File: src/rtl/regwr_arbiter_if.sv
`default_nettype none
// regwr_arbiter_if: two valid/ready writeback request ports plus the registered
// register-file write port. The arbiter uses the slave modport; the requesters use master.

interface regwr_arbiter_if;
  logic        a_valid_i;
  logic [4:0]  a_waddr_i;
  logic [31:0] a_wdata_i;
  logic        a_ready_o;
  logic        b_valid_i;
  logic [4:0]  b_waddr_i;
  logic [31:0] b_wdata_i;
  logic        b_ready_o;
  logic        we_o;
  logic [4:0]  waddr_o;
  logic [31:0] wdata_o;
  logic        b_forced_o;

  modport slave (
    input  a_valid_i, a_waddr_i, a_wdata_i,
    input  b_valid_i, b_waddr_i, b_wdata_i,
    output a_ready_o, b_ready_o,
    output we_o, waddr_o, wdata_o, b_forced_o
  );

  modport master (
    output a_valid_i, a_waddr_i, a_wdata_i,
    output b_valid_i, b_waddr_i, b_wdata_i,
    input  a_ready_o, b_ready_o,
    input  we_o, waddr_o, wdata_o, b_forced_o
  );
endinterface

`default_nettype wire

File: src/rtl/regwr_arbiter.sv
`default_nettype none
// regwr_arbiter: shares one register-file write port between pipeline writeback (A)
// and a multi-cycle unit (B). Define REGWR_STARVE_GUARD_EN for the B starvation guard.

module regwr_arbiter #(
  parameter int MAX_WAIT = 4,
  parameter int CNT_W    = 3
) (
  input logic            clk,
  input logic            reset,
  regwr_arbiter_if.slave bus
);

  if (MAX_WAIT < 1 || MAX_WAIT > (1 << CNT_W) - 1) begin : g_bad_max_wait
    $error("regwr_arbiter: MAX_WAIT does not fit the starvation counter");
  end

  logic        a_zero;
  logic        b_zero;
  logic        a_req;
  logic        b_req;
  logic        force_b;
  logic        grant_a;
  logic        grant_b;
  logic        grant;
  logic [4:0]  sel_addr;
  logic [31:0] sel_data;

  // Writes to r0 are accepted and dropped; they never compete for the port.
  assign a_zero = bus.a_valid_i && (bus.a_waddr_i == 5'd0);
  assign b_zero = bus.b_valid_i && (bus.b_waddr_i == 5'd0);
  assign a_req  = bus.a_valid_i && (bus.a_waddr_i != 5'd0);
  assign b_req  = bus.b_valid_i && (bus.b_waddr_i != 5'd0);

`ifdef REGWR_STARVE_GUARD_EN
  localparam logic [CNT_W-1:0] WAIT_LIMIT = CNT_W'(MAX_WAIT);

  logic [CNT_W-1:0] starve_cnt;

  assign force_b = a_req && b_req && (starve_cnt == WAIT_LIMIT);

  always_ff @(posedge clk) begin
    if (reset) begin
      starve_cnt <= '0;
    end else if (!b_req || grant_b) begin
      starve_cnt <= '0;
    end else if (starve_cnt != WAIT_LIMIT) begin
      starve_cnt <= starve_cnt + CNT_W'(1);
    end
  end
`else
  assign force_b = 1'b0;
`endif

  assign grant_a  = a_req && !force_b;
  assign grant_b  = b_req && (!a_req || force_b);
  assign grant    = grant_a || grant_b;
  assign sel_addr = grant_b ? bus.b_waddr_i : bus.a_waddr_i;
  assign sel_data = grant_b ? bus.b_wdata_i : bus.a_wdata_i;

  // Gating with reset keeps any handshake from completing while reset is high.
  assign bus.a_ready_o = !reset && (a_zero || grant_a);
  assign bus.b_ready_o = !reset && (b_zero || grant_b);

  always_ff @(posedge clk) begin
    if (reset) begin
      bus.we_o       <= 1'b0;
      bus.waddr_o    <= 5'd0;
      bus.wdata_o    <= 32'd0;
      bus.b_forced_o <= 1'b0;
    end else begin
      bus.we_o       <= grant;
      bus.b_forced_o <= force_b;
      if (grant) begin
        bus.waddr_o <= sel_addr;
        bus.wdata_o <= sel_data;
      end
    end
  end

endmodule

`default_nettype wire

File: src/flat_wrapper.sv
// flat-port wrapper written by rule: the top's interface ports become plain ports
module regwr_arbiter_flat 
#(
  parameter int MAX_WAIT = 4,
  parameter int CNT_W    = 3
)
  (clk, reset, bus_a_valid_i, bus_a_waddr_i, bus_a_wdata_i, bus_b_valid_i, bus_b_waddr_i, bus_b_wdata_i, bus_a_ready_o, bus_b_ready_o, bus_we_o, bus_waddr_o, bus_wdata_o, bus_b_forced_o);
  regwr_arbiter_if bus_i ();
  input logic clk;
  input logic reset;
  input wire logic [$bits(bus_i.a_valid_i)-1:0] bus_a_valid_i;
  input wire logic [$bits(bus_i.a_waddr_i)-1:0] bus_a_waddr_i;
  input wire logic [$bits(bus_i.a_wdata_i)-1:0] bus_a_wdata_i;
  input wire logic [$bits(bus_i.b_valid_i)-1:0] bus_b_valid_i;
  input wire logic [$bits(bus_i.b_waddr_i)-1:0] bus_b_waddr_i;
  input wire logic [$bits(bus_i.b_wdata_i)-1:0] bus_b_wdata_i;
  output wire logic [$bits(bus_i.a_ready_o)-1:0] bus_a_ready_o;
  output wire logic [$bits(bus_i.b_ready_o)-1:0] bus_b_ready_o;
  output wire logic [$bits(bus_i.we_o)-1:0] bus_we_o;
  output wire logic [$bits(bus_i.waddr_o)-1:0] bus_waddr_o;
  output wire logic [$bits(bus_i.wdata_o)-1:0] bus_wdata_o;
  output wire logic [$bits(bus_i.b_forced_o)-1:0] bus_b_forced_o;
  assign bus_i.a_valid_i = bus_a_valid_i;
  assign bus_i.a_waddr_i = bus_a_waddr_i;
  assign bus_i.a_wdata_i = bus_a_wdata_i;
  assign bus_i.b_valid_i = bus_b_valid_i;
  assign bus_i.b_waddr_i = bus_b_waddr_i;
  assign bus_i.b_wdata_i = bus_b_wdata_i;
  assign bus_a_ready_o = bus_i.a_ready_o;
  assign bus_b_ready_o = bus_i.b_ready_o;
  assign bus_we_o = bus_i.we_o;
  assign bus_waddr_o = bus_i.waddr_o;
  assign bus_wdata_o = bus_i.wdata_o;
  assign bus_b_forced_o = bus_i.b_forced_o;
  regwr_arbiter #(.MAX_WAIT(MAX_WAIT), .CNT_W(CNT_W)) u_core (.clk(clk), .reset(reset), .bus(bus_i));
endmodule
File: config.mk
export PLATFORM = sky130hd
export DESIGN_NAME = regwr_arbiter_flat
export DESIGN_NICKNAME = d
export VERILOG_FILES = /design/src/rtl/regwr_arbiter_if.sv /design/src/rtl/regwr_arbiter.sv /design/src/flat_wrapper.sv
export SDC_FILE = /design/constraint.sdc
export NUM_CORES = 1
export LEC_CHECK = 0
export ABC_AREA = 1
export CAP_MARGIN = 20
export CORE_MARGIN = 2
export CORE_UTILIZATION = 25
export DETAILED_ROUTE_END_ITERATION = 10
export HOLD_SLACK_MARGIN = 0.03
export PLACE_DENSITY_LB_ADDON = 0.12
export SLEW_MARGIN = 0
export SYNTH_ARGS = -nofsm -noshare
export SYNTH_HDL_FRONTEND = slang
export SYNTH_SLANG_ARGS = --single-unit
File: constraint.sdc
create_clock -name clk -period 1.9 [get_ports clk]
set_clock_uncertainty 0.1 [all_clocks]
set_input_delay 0.475 -clock clk [delete_from_list [all_inputs] [get_ports clk]]
set_output_delay 0.475 -clock clk [all_outputs]
set_load 0.02 [all_outputs]
* After elaboration in Yosys (flattened, before gate mapping)
Index checks and enable logic that the tools add are counted.
** Operators by class
- Multiplexer cells :: 2
- Reductions and logical operators :: 16
** Operators by type and width (number)
- $mux W32 :: 1
- $logic_not A5 Y1 :: 2
- $reduce_bool A5 Y1 :: 2
- $logic_and A1 B1 Y1 :: 7
- $mux W5 :: 1
- $logic_or A1 B1 Y1 :: 3
- $logic_not A1 Y1 :: 2
** Word-level totals
- Logic and storage cells :: 21
- Output and inout port bits :: 41
- Register bits after elaboration :: 38
- Input port bits :: 78

* Logic depth before layout (Yosys ltp)
- Depth in word-level cells :: 6
- Depth in mapped cells :: 9
- Gate-level depth less buffers :: 8

* Worst setup path after synthesis
OpenSTA, ideal clock, no wires.
- Kind :: input to output
- Start point :: input bus_a_waddr_i[3]
- End point :: output bus_b_ready_o
- Setup slack :: 0.032 ns
- Data arrival time :: 1.293 ns
- Data required time :: 1.325 ns
- Buffers on the path :: 1
- Stages :: 8
- Path through :: nor2_1 > nand3b_2 > nand2_4 > buf_2 > inv_1 > nand2_1 > nand3_1 > inv_1
** Between the ends
- Longest elaborated chain between the ends :: 6
** RTL lines
- from (decl) :: line flat_wrapper.sv:12 : input wire logic [$bits(bus_i.a_waddr_i)-1:0] bus_a_waddr_i;
- $reduce_bool A5 Y1 :: line regwr_arbiter.sv:32 : assign a_req = bus.a_valid_i && (bus.a_waddr_i != 5'd0);
- $logic_and A1 B1 Y1 :: line regwr_arbiter.sv:32
- $logic_not A1 Y1 :: line regwr_arbiter.sv:56 : assign grant_b = b_req && (!a_req || force_b);
- $logic_and A1 B1 Y1 :: line regwr_arbiter.sv:56
- $logic_or A1 B1 Y1 :: line regwr_arbiter.sv:63 : assign bus.b_ready_o = !reset && (b_zero || grant_b);
- $logic_and A1 B1 Y1 :: line regwr_arbiter.sv:63
- to (decl) :: line flat_wrapper.sv:18 : output wire logic [$bits(bus_i.b_ready_o)-1:0] bus_b_ready_o;
Every way passes these cells.

* Worst setup path in the final report
- Start point :: register u_core.bus.waddr_o[4]
- End point :: output bus_waddr_o[4]
** RTL lines
- from (decl) :: line regwr_arbiter_if.sv:23 : output we_o, waddr_o, wdata_o, b_forced_o
- from (signal assigned) :: line regwr_arbiter.sv:75 : bus.waddr_o <= sel_addr;
- to (decl) :: line flat_wrapper.sv:20 : output wire logic [$bits(bus_i.waddr_o)-1:0] bus_waddr_o;
No word-level cell between the ends.

==> results.md <==
- Placement Setup Slack: -0.696 ns
- Die span in y: 94.9 um
- Total power: 0.00213 W
- Synthesized cell area: 2070 sq um
- Number of buffers inserted by hold repair at cts: 0
- H-tree levels: 2
- Cell total after placement: 486
- Fmax: 545 MHz
- Largest net degree at the start of global routing: 76
- Vias: 2096
- Share of Yosys cell area claimed by the top area cell type: 0.368
- Setup-failing EPs final: 0
- HPWL after detailed placement: 4200 um
- CTS root buf: sky130_fd_sc_hd__clkbuf_8
- Vias in the first global route: 1975
- Drt drc: 0
- Antenna violation net count after detailed routing: 0
- Design Area, Final: 3420 sq um
- Area grow syn2layout: 65.6%
- Part of the Yosys area used for sequential elements: 0.368
- Flip-flop and latch count after synthesis: 38
- Highest ir drop seen on vdd: 0.232 mV
- CTS max path bufs: 2
- Iteration-0 DRC count of the detailed router: 34
- X dimension of the die: 94.9 um
- Mean cell area of the mapped netlist: 7.74 sq um
- Post-route fraction of the period consumed by the critical path: 0.965
- Top cell family by delay on the critical path: buffers and inverters
- Cell area reported after detailed placement: 3330 sq um
- Setup slack after layout: 0.0666 ns
- Total number of placement rows: 33
- Min cycle time layout: 1.83 ns
- Number of I/O pins: 119
- Number of antenna violations at the first check in global routing: 0
- Dominant cells by area after synthesis: sky130_fd_sc_hd__dfxtp_1 (37%), sky130_fd_sc_hd__nand2_1 (14%), sky130_fd_sc_hd__nand3b_1 (11%)
- Outcome: completed
- Antenna Cells: 0
- Initial Util: 0.254
- Setup Crit Path Kind: reg -> out
- Non-Filler Instances: 494
- Category of the worst setup path launch point: flip-flop
- Full die area: 9010 sq um
- Power density over cell area: 621 nW/um^2
- Worst-path cell with the longest stage delay: sky130_fd_sc_hd__clkdlybuf4s50_1
- Leakage: 1.50 nW
- Unrepaired setup endpoints after global routing: true
- Layout cell share with drive strength beyond 1: 0.139
- Cell type with the highest aggregate area in the netlist: sky130_fd_sc_hd__dfxtp_1
- Filler instances: 860
- Sequential cell area: 761 sq um
- Yosys synthesis warning count: 0
- Crit path DAT: 1.26 ns
- Standard cell core area: 8130 sq um
- Number of endpoints with negative hold slack in the final report: 0
- Max-capacitance violation count: 0
- Total Routed Length: 5740 um
- Worst path cell trace: clkdlybuf4s50_1
- Detail-routed net length per standard cell: 11.6 um
- Final max-slew violation count: 0
- Post-Synthesis Cells: 267
- Tot GR Track Use: 0.128
- Combined area of the multi-input logic cells: 1100 sq um
- Sink count of the clock tree: 38
- Worst path required time: 1.32 ns
- Max stage delay on crit path: 0.62 ns
- Via density per instance: 4.24
- Count of nets after finishing: 466
- Distinct cell type count of the synthesized netlist: 21
- Post-synthesis net count: 345
- Clock edge transition at the registers on the reported setup and hold paths: 0.08 ns
- Total gr overflow: 0
- Wire length of the first global-routing pass: 9050 um
- TritonCTS clock tree: yes
- CP Capture Type: output pin
- Largest fanout on the critical path: 2
- Clock buffer count from CTS: 5
- HP Class: reg -> reg
- Detailed Routing Iterations Pass 1: 4
- Combined buffer and inverter count along the critical path: 1
- Clock network latency to the later pin of the worst-skew pair: 0.28 ns
- Buffers on Ports: 117
- GP Congestion: 0.733
- Setup TNS: 0 ns
registers in the layout, indices dropped and copies added (netlist names):
name / count
u_core.bus.we_o: 1
u_core.bus.waddr_o: 5
u_core.bus.wdata_o: 32
power breakdown:
part / switching (W) / leakage (nW) / internal [W] / total (W)
combinational: 0.000283 / 1.14 / 0.000354 / 0.000636
sequential: 0.0000350 / 0.317 / 0.000868 / 0.000903
clock: 0.000294 / 0.0472 / 0.000292 / 0.000586
total: 0.000612 / 1.50 / 0.00151 / 0.00213
layer usage:
metal | vias up | GRT usage | wire length [um]
met4 | 0 | 0.0362 | 31
met3 | 2 | 0.0503 | 528
li1 | 1097 | - | -
met5 | - | 0 | 0
met1 | 925 | 0.157 | 2600
met2 | 72 | 0.206 | 2570
Yosys cell counts:
cell and instances:
sky130_fd_sc_hd__buf_8 1, sky130_fd_sc_hd__nand2_4 3, sky130_fd_sc_hd__nor2_8 1, sky130_fd_sc_hd__buf_4 3, sky130_fd_sc_hd__inv_2 1, sky130_fd_sc_hd__nor2_1 5, sky130_fd_sc_hd__or2_0 20, sky130_fd_sc_hd__a21oi_4 1
sky130_fd_sc_hd__buf_2 3, sky130_fd_sc_hd__buf_6 9, sky130_fd_sc_hd__nand3_2 1, sky130_fd_sc_hd__nand3_1 46, sky130_fd_sc_hd__nand2_1 78, sky130_fd_sc_hd__or2_2 12, sky130_fd_sc_hd__inv_1 9, sky130_fd_sc_hd__buf_12 1
sky130_fd_sc_hd__conb_1 1, sky130_fd_sc_hd__dfxtp_1 38, sky130_fd_sc_hd__clkbuf_8 1, sky130_fd_sc_hd__nand3b_1 31, sky130_fd_sc_hd__nand3b_2 2
final timing paths:
kind,end,cells past startpoint,slack [ns],start
hold / removal,u_core.bus.wdata_o[13]$_SDFFE_PP0P_,2,0.35,u_core.bus.wdata_o[13]$_SDFFE_PP0P_
setup / recovery,bus_waddr_o[4],1,0.07,u_core.bus.waddr_o[4]$_SDFFE_PP0P_
hold reg to reg,u_core.bus.wdata_o[13]$_SDFFE_PP0P_,2,0.35,u_core.bus.wdata_o[13]$_SDFFE_PP0P_
setup reg to reg,u_core.bus.waddr_o[0]$_SDFFE_PP0P_,4,1.14,u_core.bus.waddr_o[0]$_SDFFE_PP0P_
per-stage QoR:
stage / util / hold slack [ns]
3_5_place_dp: 0.410 / 0.338
4_1_cts: 0.422 / 0.352
5_1_grt: 0.421 / 0.366
3_3_place_gp: 0.410 / 0.336
6_report: 0.421 / 0.350
2_1_floorplan: - / 0.426
area by class of cell:
class / count / share of cell area
timing repair buffer: 132 / 0.380
inverter: 10 / 0.0110
sequential: 38 / 0.222
clock inverter: 2 / 0.00366
tap: 105 / 0.0384
multi-input combinational: 201 / 0.321
clock buffer: 6 / 0.0241
kinds of logic after synthesis:
group	synth area share
AND/OR/NAND/NOR	0.513
flip-flops	0.368
buffers and inverters	0.109
AO/OA/AOI/OAI	0.00787
other	0.00181
cell usage in the layout, fill, tap and decap left out, drive strengths merged, types with 7 or more instances in the layout:
cell type,count
or2,32
inv,10
buf,16
nand2,81
clkbuf,11
clkdlybuf4s50,102
dlygate4sd2,7
dfxtp,38
nand3,47
nand3b,33
timing repair:
action,CTS,global route
hold endpoints to repair,0,0
resized for setup,30,8
pin swaps,7,5
buffers inserted,0,0
endpoints found under the setup margin,40,34
Note: power is estimated with default switching activity, not from simulation.
==> RTL edit (config.mk and constraints unchanged) <==
Build with the macro `REGWR_STARVE_GUARD_EN` defined.
--- a/src/rtl/regwr_arbiter.sv
+++ b/src/rtl/regwr_arbiter.sv
@@ -1,6 +1,8 @@
 `default_nettype none
 // regwr_arbiter: shares one register-file write port between pipeline writeback (A)
 // and a multi-cycle unit (B). Define REGWR_STARVE_GUARD_EN for the B starvation guard.
+
+`define REGWR_STARVE_GUARD_EN
 
 module regwr_arbiter #(
   parameter int MAX_WAIT = 4,
Function: changed (Yosys sat finds a counterexample within 10 cycles, from zero or initial values and one cycle with reset high).
==> RTL edit against the unedited design <==
The flow now finishes with violations (negative setup slack). Total power rose by 8.5%. Register-to-register slack got worse by 1.0 ns. Hold slack improved by 0.0010 ns. Worst setup slack worse by 0.20 ns. Routed wire length up 23%. Area after synthesis up 14%. Sequential cell count increased by 4. Sequential power increased by 8.7%. Global-route usage up 0.92 points. Final area up 20%. Via count grew 22%. Critical endpoint is now bus_b_ready_o. Highest routed layer unchanged.
==> RTL edit: results (changes against the unedited design) <==
maximum net fanout on the critical path=3 (+1); met2 routed WL=3.10 mm (+20%); Synth top cells by count=sky130_fd_sc_hd__nand2_1, sky130_fd_sc_hd__inv_1, sky130_fd_sc_hd__nand3_1, sky130_fd_sc_hd__dfxtp_1, sky130_fd_sc_hd__nand2_2; non-clock buffer share of cell area=38.0% (about the same); number of gates given a new drive strength after cts=46 (+53%); fraction of the mapped netlist area in compound gates=1.96% (+1.2 points); vias in the first global route=2,544 (+29%); met2 usage in global routing=22.9% (+2.3 points); ratio of cells with drive above 1 in the final layout=19.5% (+5.6 points); slowest CP cell=sky130_fd_sc_hd__dlygate4sd2_1; Post-layout nets=577 (+24%); Port Buffer Count=118 (+0.85%); Worst VDD drop=0.293 mV (+26%); fraction of the yosys area taken by sequential cells=35.5% (-1.3 points); number of flip-flops and latches=42 (+11%); failing checks=negative setup slack; top area cells in the synthesized netlist=sky130_fd_sc_hd__dfxtp_1, sky130_fd_sc_hd__nand3_1, sky130_fd_sc_hd__nand2_1; worst hold slack across all endpoints=0.351 ns (+0.00103 ns); DRC violation total after the first TritonRoute iteration=45 (+32%); Net Count, Synth=435 (+26%); Multi-input comb cells=219 (+9.0%); r2r endpoint=u_core.bus.waddr_o[4]$_SDFFE_PP0P_; multi-input gate area in the final layout=0.00117 mm² (+6.7%); Setup TNS=-0.188 ns (-0.188 ns); leakage component of the power=0.00204 µW (+36%); Final setup violation count=2 (+2); biggest registers after layout=u_core.bus.wdata_o x32, u_core.bus.waddr_o x5, u_core.starve_cnt x3; slack of the critical path=-0.133 ns (-0.199 ns); status=complete, but fails checks; cells after synthesis=355 (+33%); critical register-to-register path startpoint=u_core.starve_cnt[0]$_SDFFE_PP0P_; routed metal-1 wirelength=3.22 mm (+24%); arrival time at the worst endpoint=1.46 ns (+0.20 ns); largest net degree at the start of global routing=38 (-50%); post-CTS setup buffers=8 (+8); fraction of the mapped netlist area in adder cells=1.06% (+1.1 points); Final HPWL DP=4.98 mm (+19%)
RTL edit: cell count changes after synthesis, moves of 8 or more:
cell	unedited run	this run
sky130_fd_sc_hd__nand3b_1	31	1
sky130_fd_sc_hd__nand2_2	0	22
sky130_fd_sc_hd__nand2_1	78	87
sky130_fd_sc_hd__nand3_1	46	70
sky130_fd_sc_hd__nor2_1	5	16
sky130_fd_sc_hd__or2_0	20	0
sky130_fd_sc_hd__buf_6	9	1
sky130_fd_sc_hd__nand3_2	1	9
sky130_fd_sc_hd__inv_1	9	75
sky130_fd_sc_hd__or2_2	12	0
RTL edit: metrics by stage:
| step | total power (µW) | setup slack (ns) | area (µm²) | util (%) |
|---|---|---|---|---|
| finish | 2310 | -0.133 | 4090 | 44.5 |
| global route | 2450 | -0.199 | 4090 | 44.5 |
| CTS | 2330 | -0.125 | 4000 | 43.5 |
| detailed placement | 1710 | -0.811 | 3810 | 41.5 |
| global placement | 1710 | -0.788 | 3810 | 41.5 |
| floorplan | 1330 | -0.0100 | 2390 | - |
RTL edit: how the worst max path moves through the flow:
stage / from / cells past startpoint / to / slack (ns)
6_report: bus_a_waddr_i[0] / 11 / bus_b_ready_o / -0.13
3_3_place_gp: bus_a_waddr_i[0] / 11 / bus_b_ready_o / -0.79
2_1_floorplan: bus_a_waddr_i[2] / 9 / bus_b_ready_o / -0.01
5_1_grt: u_core.starve_cnt[0]$_SDFFE_PP0P_ / 11 / bus_b_ready_o / -0.20
3_5_place_dp: bus_a_waddr_i[2] / 11 / bus_b_ready_o / -0.81
4_1_cts: u_core.starve_cnt[1]$_SDFFE_PP0P_ / 11 / bus_b_ready_o / -0.12
RTL edit: power breakdown:
group,switching [µW],internal (µW),total [µW]
combinational,341,387,727
sequential,33.1,949,982
clock,304,294,598
